$ cat config.mk
export PLATFORM = sky130hd
export DESIGN_NAME = uart_tx_fifo
export DESIGN_NICKNAME = d
export VERILOG_FILES = /design/src/rtl/uart_pkg.sv /design/src/rtl/uart_sync_fifo.sv /design/src/rtl/uart_tx_fifo.sv
export SDC_FILE = /design/constraint.sdc
export NUM_CORES = 1
export LEC_CHECK = 0
export ABC_AREA = 1
export ABC_CLOCK_PERIOD_IN_PS = 3000
export CAP_MARGIN = 20
export CORE_MARGIN = 2
export CORE_UTILIZATION = 55
export DETAILED_ROUTE_END_ITERATION = 6
export PLACE_DENSITY = 0.73
export SLEW_MARGIN = 20
export SYNTH_ARGS = -nofsm -noshare
export SYNTH_HDL_FRONTEND = slang
export SYNTH_SLANG_ARGS = --single-unit
$ cat constraint.sdc
create_clock -name CLOCK_50 -period 3 [get_ports CLOCK_50]
set_input_delay 0.3 -clock CLOCK_50 [delete_from_list [all_inputs] [get_ports CLOCK_50]]
set_output_delay 0.3 -clock CLOCK_50 [all_outputs]
set_load 0.03 [all_outputs]
$ cat src/rtl/uart_pkg.sv
// Shared definitions for the UART transmitter: FSM states, parity modes and
// the parity helper.
package uart_pkg;

  typedef enum logic [2:0] {
    IDLE   = 3'd0,
    START  = 3'd1,
    DATA   = 3'd2,
    PARITY = 3'd3,
    STOP   = 3'd4
  } uart_state_e;

  localparam int PAR_NONE = 0;
  localparam int PAR_EVEN = 1;
  localparam int PAR_ODD  = 2;

  localparam int MAX_DATA_BITS = 9;

  // XOR of the low nbits of data; odd mode returns the inverse.
  function automatic logic parity_bit(input logic [MAX_DATA_BITS-1:0] data,
                                      input int nbits, input int mode);
    logic p;
    p = 1'b0;
    for (int i = 0; i < MAX_DATA_BITS; i++)
      if (i < nbits) p = p ^ data[i];
    return (mode == PAR_ODD) ? ~p : p;
  endfunction

endpackage

$ cat src/rtl/uart_sync_fifo.sv
// Single-clock FIFO with registered occupancy and show-ahead read data.
// Simultaneous read and write are both honoured.
module uart_sync_fifo #(
  parameter int WIDTH = 8,
  parameter int DEPTH = 16
) (
  input  logic                   clk,
  input  logic                   rst,
  input  logic                   wr_en,
  input  logic [WIDTH-1:0]       wr_data,
  input  logic                   rd_en,
  output logic [WIDTH-1:0]       rd_data,
  output logic                   full,
  output logic                   empty,
  output logic [$clog2(DEPTH):0] level
);

  localparam int AW = $clog2(DEPTH);
  localparam int LW = AW + 1;

  logic [WIDTH-1:0] mem_q [DEPTH];
  logic [AW-1:0]    wr_ptr_q, rd_ptr_q;
  logic [LW-1:0]    level_q;
  logic             do_wr, do_rd;

  assign full    = (level_q == LW'(DEPTH));
  assign empty   = (level_q == '0);
  assign do_wr   = wr_en && !full;
  assign do_rd   = rd_en && !empty;
  assign rd_data = mem_q[rd_ptr_q];
  assign level   = level_q;

  // Pointers wrap naturally because DEPTH is a power of two.
  always_ff @(posedge clk or posedge rst) begin
    if (rst) begin
      wr_ptr_q <= '0;
      rd_ptr_q <= '0;
      level_q  <= '0;
    end else begin
      if (do_wr) wr_ptr_q <= wr_ptr_q + AW'(1);
      if (do_rd) rd_ptr_q <= rd_ptr_q + AW'(1);
      case ({do_wr, do_rd})
        2'b10:   level_q <= level_q + LW'(1);
        2'b01:   level_q <= level_q - LW'(1);
        default: ;
      endcase
    end
  end

  always_ff @(posedge clk) begin
    if (do_wr) mem_q[wr_ptr_q] <= wr_data;
  end

endmodule

$ cat src/rtl/uart_tx_fifo.sv
// FIFO-buffered UART transmitter: valid/ready byte input, serial TX line,
// activity LED and debug fill/frame counters.
module uart_tx_fifo
  import uart_pkg::*;
#(
  parameter int CLKS_PER_BIT = 434,
  parameter int DATA_BITS    = 8,
  parameter int PARITY_MODE  = 0,
  parameter int STOP_BITS    = 1,
  parameter int FIFO_DEPTH   = 16,
  parameter int CNT_WIDTH    = 16
) (
  input  logic                        CLOCK_50,
  input  logic                        RESET,
  input  logic [DATA_BITS-1:0]        tx_data,
  input  logic                        tx_valid,
  output logic                        tx_ready,
  output logic                        uart_txd,
  output logic [$clog2(FIFO_DEPTH):0] fifo_level,
  output logic [CNT_WIDTH-1:0]        frames_sent,
  output logic                        LED
);

  if (PARITY_MODE < PAR_NONE || PARITY_MODE > PAR_ODD) begin : g_bad_parity
    $error("uart_tx_fifo: PARITY_MODE must be 0, 1 or 2");
  end
  if (STOP_BITS != 1 && STOP_BITS != 2) begin : g_bad_stop
    $error("uart_tx_fifo: STOP_BITS must be 1 or 2");
  end
  if (CLKS_PER_BIT < 2) begin : g_bad_clks
    $error("uart_tx_fifo: CLKS_PER_BIT must be at least 2");
  end
  if (DATA_BITS < 5 || DATA_BITS > MAX_DATA_BITS) begin : g_bad_data
    $error("uart_tx_fifo: DATA_BITS must be in 5..9");
  end
  if (FIFO_DEPTH < 2 || (FIFO_DEPTH & (FIFO_DEPTH - 1)) != 0) begin : g_bad_depth
    $error("uart_tx_fifo: FIFO_DEPTH must be a power of two, at least 2");
  end

  // The bit timer also spans the whole stop period, so size it for that.
  localparam int STOP_CLKS = CLKS_PER_BIT * STOP_BITS;
  localparam int TW        = $clog2(STOP_CLKS);
  localparam int IW        = $clog2(DATA_BITS);
  localparam int LW        = $clog2(FIFO_DEPTH) + 1;

  localparam logic [TW-1:0] BIT_LAST  = TW'(CLKS_PER_BIT - 1);
  localparam logic [TW-1:0] STOP_LAST = TW'(STOP_CLKS - 1);
  localparam logic [IW-1:0] IDX_LAST  = IW'(DATA_BITS - 1);

  uart_state_e            state_q;
  logic [TW-1:0]          tmr_q;
  logic [IW-1:0]          idx_q;
  logic [DATA_BITS-1:0]   shreg_q;
  logic                   par_q;
  logic                   txd_q;
  logic [CNT_WIDTH-1:0]   frames_q;
  logic                   led_q;

  logic [DATA_BITS-1:0]   head;
  logic                   head_par;
  logic                   fifo_full, fifo_empty;
  logic [LW-1:0]          level;
  logic                   bit_done, stop_done, pop;

  assign bit_done  = (tmr_q == BIT_LAST);
  assign stop_done = (tmr_q == STOP_LAST);
  assign pop       = !fifo_empty &&
                     ((state_q == IDLE) || (state_q == STOP && stop_done));
  assign head_par  = parity_bit(MAX_DATA_BITS'(head), DATA_BITS, PARITY_MODE);

  uart_sync_fifo #(
    .WIDTH (DATA_BITS),
    .DEPTH (FIFO_DEPTH)
  ) u_fifo (
    .clk     (CLOCK_50),
    .rst     (RESET),
    .wr_en   (tx_valid),
    .wr_data (tx_data),
    .rd_en   (pop),
    .rd_data (head),
    .full    (fifo_full),
    .empty   (fifo_empty),
    .level   (level)
  );

  always_ff @(posedge CLOCK_50 or posedge RESET) begin
    if (RESET) begin
      state_q  <= IDLE;
      tmr_q    <= '0;
      idx_q    <= '0;
      shreg_q  <= '0;
      par_q    <= 1'b0;
      txd_q    <= 1'b1;
      frames_q <= '0;
      led_q    <= 1'b0;
    end else begin
      led_q <= (state_q != IDLE) || (level != '0);
      tmr_q <= tmr_q + TW'(1);
      case (state_q)
        IDLE: begin
          tmr_q <= '0;
          txd_q <= 1'b1;
          if (pop) begin
            shreg_q <= head;
            par_q   <= head_par;
            state_q <= START;
            txd_q   <= 1'b0;
          end
        end
        START: begin
          if (bit_done) begin
            tmr_q   <= '0;
            idx_q   <= '0;
            state_q <= DATA;
            txd_q   <= shreg_q[0];
            shreg_q <= shreg_q >> 1;
          end
        end
        DATA: begin
          if (bit_done) begin
            tmr_q <= '0;
            if (idx_q == IDX_LAST) begin
              if (PARITY_MODE != PAR_NONE) begin
                state_q <= PARITY;
                txd_q   <= par_q;
              end else begin
                state_q <= STOP;
                txd_q   <= 1'b1;
              end
            end else begin
              idx_q   <= idx_q + IW'(1);
              txd_q   <= shreg_q[0];
              shreg_q <= shreg_q >> 1;
            end
          end
        end
        PARITY: begin
          if (bit_done) begin
            tmr_q   <= '0;
            state_q <= STOP;
            txd_q   <= 1'b1;
          end
        end
        STOP: begin
          if (stop_done) begin
            tmr_q    <= '0;
            frames_q <= frames_q + CNT_WIDTH'(1);
            // Chain straight into the next start bit when data is waiting.
            if (pop) begin
              shreg_q <= head;
              par_q   <= head_par;
              state_q <= START;
              txd_q   <= 1'b0;
            end else begin
              state_q <= IDLE;
              txd_q   <= 1'b1;
            end
          end
        end
        default: begin
          state_q <= IDLE;
          txd_q   <= 1'b1;
        end
      endcase
    end
  end

  assign tx_ready    = !fifo_full;
  assign uart_txd    = txd_q;
  assign fifo_level  = level;
  assign frames_sent = frames_q;
  assign LED         = led_q;

endmodule

==> results.tsv, run 1 <==
metric	value	unit
RSZ-0062 raised after global routing	false	
Area Growth Syn to Fin	13.2	%
Antenna Diode Count	0	
Yosys cell types	33	
top-area cell type share of the netlist area	47.9	%
Post-Syn Instances	770	
number of antenna-violating nets in the routed design	0	
number of fill cells in the layout	1098	
Peak Freq	0.373	GHz
Critical Path RT	3.35	ns
worst-path maximum fanout	9	
vias in the first global route	5320	
fin util	63.1	%
final hold vios	0	
CTS clk-pin slew, worst paths	0.06	ns
gr ovfl total	0	
setup TNS	0	ns
VDD IR max	0.425	mV
WS Path Type	reg -> reg	
crit path DAT	3.03	ns
Skew-Pair Late Insertion Delay	0.43	ns
Routed WL per cell	16.9	um
Hold Path Class	in -> async	
Core Area	14400	sq um
drt via density	5.50	
initial antenna violation count	0	
Area after DPL	8550	sq um
clock skew	0.00867	ns
Pleak	3.49	nW
EDFF count, synth	128	
cell area after synthesis	8020	sq um
R2R setup slack	0.32	ns
net count after synthesis	796	
I/O pin count	35	
#FFs+latches synth	182	
max-cap violations	0	
Synth Warn #	0	
largest net degree at the start of global routing	63	
Setup crit start kind	register	
syn_area_per_cell	10.4	sq um
first-pass GRT wire length	27600	um
Clock Path Buffers	2	
ys flop type	edfxtp_1	
Pins Over Slew Limit	0	
placed wire-length estimate	10700	um
post-synth top area cell	edfxtp_1	
commonest non-fill, non-tap cell in the layout	nor2_1	
min Tclk post-route	2.68	ns
CTS root buf	clkbuf_16	
PortBufs	34	
die height	125	um
TritonRoute pass-1 iters	4	
H-tree Lvls	4	
drt drc	0	
Finished Cell Area	9070	sq um
total power	5.70	mW
TritonCTS clock tree	yes	
# rows	44	
Final Net Count	835	
via count	5511	
RePlAce Congestion	0.845	
Die W	125	um
Crit. End Element	register	
Final period util	89.4	%
Slew headroom	39.5	%
Seq/Total Area, Yosys	64.8	%
DRT Wirelength	16900	um
Die Area	15600	sq um
Slew @ Worst Pin	0.901	ns
power per cell area	628	nW/um^2
Detailed Route Iter0 Violations	422	
Sink Count	182	
Synth async-reset ratio	29.7	%
main area contributors after synthesis	edfxtp_1 (48%), dfrtp_1 (17%), nor2_1 (7.3%)	
initial core utilization	55.8	%
total track usage	22.9	%
cts hold-fix bufs	0	
outcome	complete, no violations	
Num CTS Buffers	17	
final setup violating endpoints	0	
most frequent cells in the layout	nor2_1 (156), nand2_1 (135), edfxtp_1 (128), nand3_1 (71), o21ai_0 (62)	
layout cells sized above 1	7.82	%
-- metal layers --
layer  GRT usage (%)  vias to the layer above  share of wire [%]
li1                -                     2661                  -
met1            31.1                     2643                 43
met2            37.0                      191                 48
met3            4.98                       16                6.5
met4            7.34                        0                1.6
met5               0                        -                  0
-- registers in the layout, indices dropped and copies added (netlist names) --
name and cells:
u_fifo.mem_q 128, frames_sent 16, tmr_q 9, shreg_q 8, u_fifo.level 5, u_fifo.rd_ptr_q 4
u_fifo.wr_ptr_q 4, idx_q 3, state_q 3, LED 1, uart_txd 1
-- per-stage QoR --
step	setup slack [ns]	hold slack, ns	std cells
floorplan	0.484	0.399	770
global placement	0.493	0.464	974
detailed placement	0.319	0.466	974
CTS	0.290	0.254	1002
global route	0.00179	0.296	1002
finish	0.318	0.242	1002
-- Yosys cell counts, types with 3 or more instances --
cell type,instances
nor3_1,7
inv_1,39
xnor2_1,11
nand2_4,3
nor2_1,156
nand2_1,135
buf_2,12
o21ai_0,62
ha_1,14
xor2_1,11
nor3b_1,4
clkbuf_1,10
nand4_1,10
a21oi_1,9
dfrtp_1,53
inv_2,7
clkinv_1,3
edfxtp_1,128
nand3_1,71
nor2_4,4
nand2_2,4
-- cell families after synthesis --
logic type | count (synthesis) | synth area share (%)
fa+ha+maj | 15 | 2.43
compound gates | 79 | 5.17
flops | 182 | 64.8
buf+inv | 76 | 3.93
xor+xnor | 22 | 2.40
simple gates | 396 | 21.2
-- report_power, final --
part	switching (mW)	total (mW)	internal [mW]	leakage, nW
registers	0.113	3.05	2.94	1.84
logic	0.433	0.636	0.203	1.40
clock network	0.891	2.01	1.11	0.241
total	1.44	5.70	4.26	3.49
-- layout make-up --
| type | count | area [sq um] | share of cell area [%] |
|---|---|---|---|
| multi-input combinational | 512 | 2510 | 27.6 |
| tap | 184 | 230 | 2.54 |
| sequential | 182 | 5200 | 57.3 |
| clock buffer | 18 | 429 | 4.73 |
| clock inverter | 10 | 87.6 | 0.965 |
| inverter | 49 | 184 | 2.03 |
| timing repair buffer | 47 | 438 | 4.83 |
-- timing repair --
action | 4_1_cts | 5_1_grt
setup buffers | 0 | 0
endpoints found under the setup margin | 0 | 1
gates resized for setup | 0 | 1
-- worst max-delay path, stage by stage, from the launching register on --
cell and delay, ns:
dfrtp_1 0.40, inv_1 0.07, ha_1 0.15, nand2_1 0.06, nor2_2 0.19, nand3_4 0.16, nand2_2 0.11, nand2_4 0.08
inv_1 0.12, ha_2 0.27, ha_1 0.29, nand2_1 0.09, a21oi_1 0.08, o21ai_0 0.19, nand2_1 0.07, nor2_1 0.11
xor2_1 0.15
-- final timing paths --
| kind | start | endpoint | cells after the start |
|---|---|---|---|
| max | tmr_q[1] | u_fifo.level[4] | 16 |
| min | RESET | shreg_q[4] | 2 |
| max reg2reg | tmr_q[1] | u_fifo.level[4] | 16 |
| min reg2reg | shreg_q[6] | shreg_q[6] | 2 |
| max in group asynchronous | RESET | uart_txd | 3 |
| min in group CLOCK_50 | shreg_q[6] | shreg_q[6] | 2 |
No activity file was read; power rests on OpenSTA's default activity.
==> run 2, diff against run 1 <==
--- a/config.mk
+++ b/config.mk
@@ -11,7 +11,7 @@
 export CORE_MARGIN = 2
 export CORE_UTILIZATION = 55
 export DETAILED_ROUTE_END_ITERATION = 6
-export PLACE_DENSITY = 0.73
+export PLACE_DENSITY = 0.79
 export SLEW_MARGIN = 20
 export SYNTH_ARGS = -nofsm -noshare
 export SYNTH_HDL_FRONTEND = slang
==> run 2 against run 1 <==
  * Utilization up 1.1 points
  * Flip-flop and latch count stayed put
  * Global-route usage grew 0.32 points
  * Count of clock-buffer cells in the layout unchanged
  * Non-clock buffer count is 7 higher
  * Clock skew up 0.0070 ns
  * Setup slack gained 0.12 ns
  * Sequential power barely moved
  * Sequential share of layout area fell by 0.96 points
  * Via count grew 3.3%
==> results.tsv, run 2 (synthesis gave the netlist of run 1 again) <==
metric	value	unit	change
outcome	complete, no violations		unchanged
clock skew	0.0156	ns	was 0.00867 ns
largest net degree at the start of global routing	69		was 63
H-tree Lvls	4		unchanged
setup TNS	0	ns	unchanged
Critical Path RT	3.37	ns	was 3.35 ns
gr ovfl total	0		unchanged
final setup violating endpoints	0		unchanged
# rows	44		unchanged
RePlAce Congestion	0.824		was 0.845
WS Path Type	reg -> reg		unchanged
r2r worst-path depth	17		was 16
placed wire-length estimate	10400	um	was 10700 um
via count	5691		was 5511
Final period util	85.4	%	was 89.4%
Clock Path Buffers	2		unchanged
Die Area	15600	sq um	unchanged
Final Net Count	842		was 835
Multi-input gate area	2510	sq um	unchanged
TritonCTS clock tree	yes		unchanged
Area Growth Syn to Fin	15.1	%	was 13.2%
Slew headroom	41.6	%	was 39.5%
number of antenna-violating nets in the routed design	0		unchanged
crit path DAT	2.93	ns	was 3.03 ns
max-cap violations	0		unchanged
Hold Path Class	in -> async		unchanged
total track usage	23.2	%	was 22.9%
Core Area	14400	sq um	unchanged
DRT Wirelength	17100	um	was 16900 um
sequential cell area	5200	sq um	unchanged
I/O pin count	35		unchanged
Crit. End Element	register		unchanged
Num CTS Buffers	17		unchanged
die height	125	um	unchanged
first-pass GRT wire length	28000	um	was 27600 um
vias in the first global route	5580		was 5320
Setup Fix Bufs, Post-CTS	0		unchanged
fin util	64.2	%	was 63.1%
power per cell area	645	nW/um^2	was 628 nW/um^2
min Tclk post-route	2.56	ns	was 2.68 ns
layout cells sized above 1	9.05	%	was 7.82%
Reg with most FFs	u_fifo.mem_q		unchanged
TritonRoute pass-1 iters	7		was 4
commonest non-fill, non-tap cell in the layout	nor2_1		unchanged
Skew-Pair Late Insertion Delay	0.44	ns	was 0.43 ns
FF-to-FF End	u_fifo.level[3]		was u_fifo.level[4]
RSZ-0062 raised after global routing	false		unchanged
drt drc	0		unchanged
initial antenna violation count	0		unchanged
CTS root buf	clkbuf_16		unchanged
Detailed Route Iter0 Violations	435		was 422
r2r startpoint	tmr_q[1]		unchanged
Peak Freq	0.390	GHz	was 0.373 GHz
Sink Count	182		unchanged
PortBufs	34		unchanged
final hold vios	0		unchanged
Setup crit start kind	register		unchanged
number of fill cells in the layout	1042		was 1098
R2R setup slack	0.44	ns	was 0.32 ns
Routed WL per cell	16.9	um	about the same
drt via density	5.62		was 5.50
VDD IR max	0.511	mV	was 0.425 mV
Slew @ Worst Pin	0.871	ns	was 0.901 ns
Pleak	3.57	nW	was 3.49 nW
Largest register FFs	128		unchanged
most frequent cells in the layout	nor2_1 (156), nand2_1 (135), edfxtp_1 (128), nand3_1 (71), o21ai_0 (62)		unchanged
Die W	125	um	unchanged
Antenna Diode Count	0		unchanged
worst-path maximum fanout	9		unchanged
Pins Over Slew Limit	0		unchanged
initial core utilization	55.8	%	unchanged
CTS clk-pin slew, worst paths	0.07	ns	was 0.06 ns
run 2: changes by cell type in the layout (fill, tap and decap cells not counted), sizes merged:
cell and delta:
bufinv +1, clkinv -1, buf +7, clkinvlp -2, inv +6
run 2: cell type report:
type / instances / area share (%)
flip-flops and latches: 182 / 56.3
multi-input cells: 512 / 27.2
repair buffers: 54 / 5.59
clock buffers: 18 / 4.65
well taps: 184 / 2.49
inverters: 49 / 1.99
clock inverters: 14 / 1.79
run 2: timing repair:
action,in CTS,in global routing
hold buffers,0,0
endpoints found under the setup margin,0,1
hold endpoints to repair,0,0
resized for setup,0,1
run 2: worst max path at each step:
stage	cells past startpoint	from	to
2_1_floorplan	13	u_fifo.level[0]	u_fifo.level[4]
3_3_place_gp	15	tmr_q[0]	u_fifo.level[4]
3_5_place_dp	16	tmr_q[1]	u_fifo.level[4]
4_1_cts	15	tmr_q[0]	u_fifo.level[4]
5_1_grt	17	tmr_q[1]	u_fifo.level[3]
6_report	17	tmr_q[1]	u_fifo.level[3]
run 2: power by group:
group	switching [mW]	internal [mW]
Sequential	0.113	2.94
Clock	0.998	1.25
Combinational	0.441	0.209
Total	1.55	4.40
run 2: through the flow:
| stage | std cells | hold WS (ns) | total power [mW] | setup WS [ns] | instance area (sq um) |
|---|---|---|---|---|---|
| after floorplan | 770 | 0.399 | 3.46 | 0.484 | 8020 |
| after global placement | 981 | 0.465 | 3.72 | 0.492 | 8630 |
| after detailed placement | 981 | 0.467 | 3.74 | 0.377 | 8630 |
| after global routing | 1013 | 0.382 | 6.18 | 0.0492 | 9230 |
| final | 1013 | 0.309 | 5.95 | 0.439 | 9230 |
| after CTS | 1013 | 0.328 | 5.96 | 0.361 | 9230 |
run 2: worst max-delay path, cell delays in order (launching register included):
cell     delay, ns
dfrtp_1       0.40
inv_1         0.06
ha_1          0.15
nand2_1       0.07
nor2_2        0.18
nand3_4       0.15
nand2_2       0.11
nand2_4       0.08
inv_1         0.11
ha_2          0.26
ha_1          0.25
nand2_1       0.07
inv_1         0.04
o21ai_0       0.15
nand2_1       0.09
o21ai_0       0.17
a21oi_1       0.06
a21oi_1       0.11
run 2: routing by layer:
metal	track usage, %	vias up	part of all wire (%)
met5	0	-	0
met1	29.8	2717	41
li1	-	2690	-
met2	38.3	240	50
met3	4.51	44	6.1
met4	10.6	0	3.1
==> run 3, diff against run 2 <==
--- a/config.mk
+++ b/config.mk
@@ -12,7 +12,7 @@
 export CORE_UTILIZATION = 55
 export DETAILED_ROUTE_END_ITERATION = 6
 export PLACE_DENSITY = 0.79
-export SLEW_MARGIN = 20
+export SLEW_MARGIN = 15
 export SYNTH_ARGS = -nofsm -noshare
 export SYNTH_HDL_FRONTEND = slang
 export SYNTH_SLANG_ARGS = --single-unit
==> results of run 3 <==
Same layout as run 2: the final DEF is identical, and so are final timing and power.
